**src/rtl/vpe_psum_acc.sv**
```systemverilog
// vpe_psum_acc: groups a run-time number of consecutive PE partial results,
// sums them at full width and saturates each group sum back to DW bits.
// Group sums are queued in a 2-entry in-order buffer on the output side.
//
// Output handshake: o_data_v means the buffer head in o_data is valid. The
// head is consumed on any clk edge where o_data_v && o_ready. o_data holds
// steady until it is consumed, and reads 0 while the buffer is empty. The
// input side has no ready: a beat arrives whenever i_data_v is high. A group
// result that finds the buffer full, with no pop in the same cycle, is
// dropped and sets the sticky o_ovf flag.
module vpe_psum_acc #(
  parameter int DW    = 8,
  parameter int LEN_W = 8,
  parameter int ACC_W = 16
) (
  input  logic             clk,
  input  logic             rst,
  input  logic [LEN_W-1:0] cfg_len,
  input  logic             i_clear,
  input  logic [DW-1:0]    i_data,
  input  logic             i_data_v,
  output logic [DW-1:0]    o_data,
  output logic             o_data_v,
  input  logic             o_ready,
  output logic             o_busy,
  output logic             o_ovf
);

  generate
    if (ACC_W < DW + LEN_W) begin : g_width_check
      $error("vpe_psum_acc: ACC_W must be >= DW + LEN_W");
    end
  endgenerate

  typedef enum logic {IDLE = 1'b0, ACC = 1'b1} state_t;

  localparam logic signed [ACC_W-1:0] SAT_MAX = ACC_W'((2 ** (DW - 1)) - 1);
  localparam logic signed [ACC_W-1:0] SAT_MIN = ACC_W'(-(2 ** (DW - 1)));

  state_t                   state_q, state_d;
  logic signed [ACC_W-1:0]  acc_q, acc_d;
  logic [LEN_W-1:0]         cnt_q, cnt_d;
  logic [LEN_W-1:0]         len_q, len_d;
  logic signed [ACC_W-1:0]  data_sx;
  logic signed [ACC_W-1:0]  sum;
  logic [LEN_W:0]           cnt_inc;
  logic                     push_req;
  logic [DW-1:0]            push_val;

  logic [DW-1:0]            mem_q [2];
  logic                     rd_ptr_q, wr_ptr_q;
  logic [1:0]               occ_q;
  logic                     pop, push_ok;

  assign data_sx = {{(ACC_W - DW){i_data[DW-1]}}, i_data};
  assign cnt_inc = {1'b0, cnt_q} + {{LEN_W{1'b0}}, 1'b1};

  // State register together with the group datapath registers
  always_ff @(posedge clk) begin
    if (rst) begin
      state_q <= IDLE;
      acc_q   <= '0;
      cnt_q   <= '0;
      len_q   <= '0;
    end else begin
      state_q <= state_d;
      acc_q   <= acc_d;
      cnt_q   <= cnt_d;
      len_q   <= len_d;
    end
  end

  // Next state: open, extend, complete or abort a group; raise a push on completion
  always_comb begin
    state_d  = state_q;
    acc_d    = acc_q;
    cnt_d    = cnt_q;
    len_d    = len_q;
    sum      = '0;
    push_req = 1'b0;
    push_val = '0;
    if (i_clear) begin
      // Abort wins over a same-cycle beat; that beat is simply lost
      state_d = IDLE;
      acc_d   = '0;
      cnt_d   = '0;
    end else if (i_data_v) begin
      if (state_q == IDLE) begin
        len_d = (cfg_len == '0) ? LEN_W'(1) : cfg_len;
        sum   = data_sx;
        if (len_d == LEN_W'(1)) begin
          push_req = 1'b1;
        end else begin
          acc_d   = sum;
          cnt_d   = LEN_W'(1);
          state_d = ACC;
        end
      end else begin
        sum = acc_q + data_sx;
        if (cnt_inc == {1'b0, len_q}) begin
          push_req = 1'b1;
          acc_d    = '0;
          cnt_d    = '0;
          state_d  = IDLE;
        end else begin
          acc_d = sum;
          cnt_d = cnt_inc[LEN_W-1:0];
        end
      end
    end
    if (push_req) begin
      if (sum > SAT_MAX)      push_val = SAT_MAX[DW-1:0];
      else if (sum < SAT_MIN) push_val = SAT_MIN[DW-1:0];
      else                    push_val = sum[DW-1:0];
    end
  end

  // Outputs: busy mirrors the open-group state, data shows the buffer head or 0
  always_comb begin
    o_busy   = (state_q == ACC);
    o_data_v = (occ_q != 2'd0);
    o_data   = (occ_q != 2'd0) ? mem_q[rd_ptr_q] : '0;
  end

  assign pop     = o_data_v && o_ready;
  assign push_ok = push_req && ((occ_q != 2'd2) || pop);

  // Output buffer: in-order 2-entry FIFO; a full buffer still accepts a push when it pops
  always_ff @(posedge clk) begin
    if (rst) begin
      mem_q[0] <= '0;
      mem_q[1] <= '0;
      rd_ptr_q <= 1'b0;
      wr_ptr_q <= 1'b0;
      occ_q    <= 2'd0;
      o_ovf    <= 1'b0;
    end else begin
      if (push_ok) begin
        mem_q[wr_ptr_q] <= push_val;
        wr_ptr_q        <= ~wr_ptr_q;
      end
      if (pop) begin
        rd_ptr_q <= ~rd_ptr_q;
      end
      if (push_ok && !pop)      occ_q <= occ_q + 2'd1;
      else if (!push_ok && pop) occ_q <= occ_q - 2'd1;
      if (push_req && !push_ok) o_ovf <= 1'b1;
    end
  end

endmodule

```
**config.mk**
```make
export PLATFORM = sky130hd
export DESIGN_NAME = vpe_psum_acc
export DESIGN_NICKNAME = d
export VERILOG_FILES = /design/src/rtl/vpe_psum_acc.sv
export SDC_FILE = /design/constraint.sdc
export NUM_CORES = 1
export LEC_CHECK = 0
export ABC_AREA = 1
export BUFFER_PORTS_ARGS = -buffer_cell sky130_fd_sc_hd__buf_2
export CORE_ASPECT_RATIO = 1.4
export CORE_MARGIN = 5
export CORE_UTILIZATION = 35
export CTS_CLUSTER_DIAMETER = 80
export DETAILED_ROUTE_END_ITERATION = 10
export GPL_TIMING_DRIVEN = 0
export SYNTH_ARGS = -nofsm -noshare
export SYNTH_HDL_FRONTEND = slang
export SYNTH_SLANG_ARGS = --single-unit
```
**constraint.sdc**
```tcl
create_clock -name clk -period 2.64 [get_ports clk]
set_input_delay 0.528 -clock clk [delete_from_list [all_inputs] [get_ports clk]]
set_output_delay 0.528 -clock clk [all_outputs]
set_load 0.005 [all_outputs]
```
Yosys cells after proc, flatten, opt, wreduce, memory -nomap -nowiden:

Memory sizes are Yosys's and may differ from the RTL's. A register that Yosys moved wholly into a read port is not among the register bits.
Index checks and enable logic that the tools add are counted.

* reductions and logical operators: 15
* add/sub/neg operators: 4
* bitwise gates (word level): 4
* div/mod/pow operators: 0
* muxes and demuxes: 34
* eq/ne operators: 4
* $lt $le $gt $ge: 2
* shift operators: 0
* $mul: 0

Operators by type and width (number)
* two-way mux 16 bit: 6
* two-way mux 8 bit: 9
* two-way mux 1 bit: 17
* adder 16 x 8 -> 16 bit: 1
* > comparator 16 x 8 -> 1 bit (second input constant): 1
* less-than comparator 16 x 8 -> 1 bit (second input constant): 1
* adder 8 x 1 -> 9 bit (second input constant): 1
* equality test 9 x 8 -> 1 bit: 1
* equality test 8 x 1 -> 1 bit (second input constant): 1
* logical NOT 8 bit: 1
* OR reduction 8 bit: 1
* logical AND 1 bit: 5
* two-way mux 2 bit: 2
* != test 2 bit (second input constant): 2
* NOT 1 bit: 4
* nonzero test 2 bit: 2
* AND reduction 3 bit: 1
* adder 2 x 1 -> 2 bit (second input constant): 1
* logical NOT 1 bit: 2
* AND reduction 2 bit: 1
* OR reduction 2 bit: 1
* subtractor 2 x 1 -> 2 bit (second input constant): 1
* logical OR 1 bit: 1

* memory bits (read-only): 0
* latch bits: 0
* memories: 1
* output and inout port bits: 11
* bits of input ports: 21
* register bits after elaboration: 38
* RAM bits: 16

Memories
* mem_q: words 2, bits a word 8, rd ports 1, clocked after memory_dff 1, wr ports 2, line 50 `logic [DW-1:0] mem_q [2];`

Longest topological paths before layout:

* depth after elaboration: 13
* gate-level depth with buffers: 18
* depth with buffers taken out: 18

Worst setup path after synthesis:

OpenSTA, ideal clock, no wires.

* path kind: input -> register
* start: input port i_data[0]
* end: memory mem_q[1][0] (data pin)
* setup slack: 0.141 ns
* stages: 17
* arrival: 2.244 ns
* cells stage by stage: ha_1 inv_1 fa_1 inv_1 nand3_1 nand3_1 nand2_1 nand3_1 nand3_1 nor2_1 nand2_1 nand2_1 nand2_1 nand3_1 nand2_1 nand2_1 nor2_1

RTL lines
* start, declared: line 20 `input logic [DW-1:0] i_data,`
* end, declared: line 50

==> impl_metrics.yaml <==
logic_synthesis:
  synth.distinct_cells: 35
  synthArstFlopShare_pct: 0
  yosysSeqAreaShare_pct: 33.1
  syn_nets: 624
  ys_ff_latch: 55
  synth_ff_type: "dfxtp_1"
  yosys_warnings: 0
  avgSynthCellArea_um2: 6.51
  synth_edf_count: 16
  synthesis.area_mm2: 0.00381
  synthCells: 585
timing:
  fmax_mhz: 410
  clock_skew_ns: 0.00457
  hold_ws_ns: 0.450
  fin_tns_setup_ns: 0
  finalSetupViolations: 0
  rsz0062_at_grt: "true"
  final_hold_viol_count: 0
  worst_pin_slew_ns: 0.752
  max_slew_margin_pct: 49.8
  slew_viol_final: 0
  fin_crit_sh_pct: 92.4
  fin_crit_ns: 2.44
place:
  io_buffers: 31
  gp_congestion: 0.913
  hpwl_um: 8030
  dpl-instance-area_mm2: 0.00414
worst_setup_path:
  r2r_end: "occ_q[1]"
  reg2reg_slack_ns: 0.20
  required_ns: 2.70
  cp.arrival_ns: 2.50
  timing.rr.start: "cnt_q[0]"
  cp-end-kind: "flip-flop"
  path_class: "input port to flip-flop"
  worst_setup_path_start_kind: "input port"
  rr_worst_depth: 16
  cp_max_fo: 8
detailed_routing:
  antenna_left: 0
  route.detailed.drc: 0
  vias: 3783
  drtIter0Drc: 227
  wire_per_inst_um: 13.1
  first_pass_iters: 5
  wirelength_um: 10000
  viasPerCell: 4.92
global_route:
  grt_pass1_vias: 3659
  grt_start_max_net_pins: 19
  gr-total-overflow: 0
  grt_pass1_wl_um: 16600
  antenna_found_initial: 0
  grt_usage_pct: 15.4
job:
  drv_cap: 0
pwr:
  power_density_mw_per_mm2: 457
  ir_worst_vdd_mv: 0.271
  cellLeakagePower_nw: 1.97
die:
  fp-row-count: 45
  coreArea_mm2: 0.0108
  start_util_pct: 35.4
  die_area_mm2: 0.0131
  die_w_um: 98.2
  die_h_um: 133
  ios: 32
finish:
  final_area_mm2: 0.00448
  final_nets: 666
  final_layout_size_suffix_gt1_share_pct: 15.8
  syn_to_final_growth_pct: 17.6
  num_antenna_cells: 0
clock_tree:
  cts_hold_buffers: 0
  cts.clk_slew.worst_paths_ns: 0.07
  cts_max_level: 2
  cts_tree: "yes"
  clock_latency_ns: 0.30
  clock_path_buffers: 2
  root_buffer: "clkbuf_16"
  cts_sinks: 55
  numCtsBuffers: 5
min_path:
  hold-path-endpoint: "o_ovf"
  hp-start: "o_ovf"
  holdPathStages: 2
  hold_class: "flip-flop to flip-flop"
status:
  status: "complete, no violations"
[timing repair]
| action | 4_1_cts | 5_1_grt |
|---|---|---|
| setup endpoints to repair | 25 | 33 |
| pin swaps | 1 | 10 |
| setup buffers | 2 | 2 |
| gates resized for setup | 4 | 46 |
[report_power, final]
part | leakage (nW) | internal (mW) | switching (mW) | total [mW]
Sequential | 0.485 | 0.904 | 0.0210 | 0.925
Clock | 0.0742 | 0.356 | 0.323 | 0.679
Combinational | 1.41 | 0.155 | 0.287 | 0.442
[final cells by class]
| class | count | area (um^2) |
|---|---|---|
| plain buffers | 11 | 43.8 |
| clock buffers | 5 | 125 |
| clock inverters | 3 | 22.5 |
| fillers | 1152 | 6270 |
| inverters | 75 | 282 |
| multi-input cells | 444 | 2370 |
| flip-flops and latches | 55 | 1270 |
| well taps | 141 | 176 |
| repair buffers | 35 | 191 |
[critical path: stages]
cell and delay, ns:
buf_2 0.10, ha_2 0.18, inv_1 0.06, fa_2 0.35, inv_2 0.09, nand3_1 0.08
nand3_2 0.11, nand2_1 0.09, nand2_1 0.08, nand2_1 0.08, nand3_2 0.10, nand3_1 0.10
nor2_1 0.13, nand3_2 0.11, nand2_4 0.12, nand2_1 0.07, nand3_1 0.09, nor2_1 0.05
[layer usage]
layer / up-vias / GRT usage [%] / wire, um / part of all wire (%)
li1: 1980 / - / - / -
met1: 1699 / 17.3 / 4130 / 41
met2: 79 / 28.1 / 5250 / 52
met3: 25 / 2.46 / 361 / 3.6
met4: 0 / 6.99 / 301 / 3.0
met5: - / 0 / 0 / 0
[flip-flops by register name, summed over array words and instances (netlist names), named ones only]
signal    flops
o_busy        1
mem_q        16
acc_q        16
cnt_q         8
rd_ptr_q      1
len_q         8
occ_q         2
wr_ptr_q      1
o_ovf         1
[logic make-up (layout without fill, tap and decap cells)]
group           after synthesis  after routing  synth area share (%)
flops                        55             55                  33.1
fa+ha+maj                    18             18                  6.11
simple gates                323            323                  37.1
compound gates               96             96                  13.1
xor+xnor                      7              7                  2.00
buf+inv                      86            129                  8.54
[worst max path at each step]
stage | to | slack, ns | from | depth (start not counted)
2_1_floorplan | mem_q[1][0] | 0.14 | i_data[0] | 17
3_3_place_gp | mem_q[1][5] | -0.44 | i_data[0] | 18
3_5_place_dp | mem_q[1][7] | -0.44 | i_data[0] | 18
4_1_cts | mem_q[1][6] | 0.0002 | acc_q[0] | 17
5_1_grt | mem_q[0][7] | -0.04 | acc_q[0] | 17
6_report | mem_q[1][7] | 0.20 | i_data[0] | 18
[layout by cell type, fill, tap and decap left out, types with 3 or more instances in the layout]
cell,count
nand2_1,166
inv_1,71
nor2_1,65
a21oi_1,51
nand3_1,39
dfxtp_1,36
buf_2,32
o21ai_0,26
edfxtp_1,16
nor2_2,9
clkbuf_1,9
nand4_1,8
nand2_2,8
ha_1,8
ha_2,7
or2_1,6
nand3_2,6
nand3_4,5
a21oi_2,5
clkbuf_16,5
xnor2_1,4
o21ai_1,4
buf_4,4
nand3b_1,3
inv_2,3
o22ai_1,3
[metrics by stage]
stage	setup slack [ns]	util [%]	cells	total power [mW]
after floorplan	0.141	-	585	1.23
after global placement	-0.441	38.5	757	1.35
after detailed placement	-0.442	38.5	757	1.36
after CTS	0.000224	40.2	767	2.04
after global routing	-0.0355	41.7	769	2.16
final	0.200	41.7	769	2.05
[synth_stat cells (all sizes together), types with 3 or more instances]
cell    instances  area (um^2)
nand2         176          673
nor2           75          303
inv            74          278
a21oi          56          280
nand3          50          300
dfxtp          39          781
o21ai          31          155
ha             17          213
edfxtp         16          480
clkbuf          9         33.8
nand4           8         50.1
or2             7         43.8
xnor2           4         35.0
nand3b          3         22.5
o22ai           3         18.8
No activity file was read; power rests on OpenSTA's default activity.
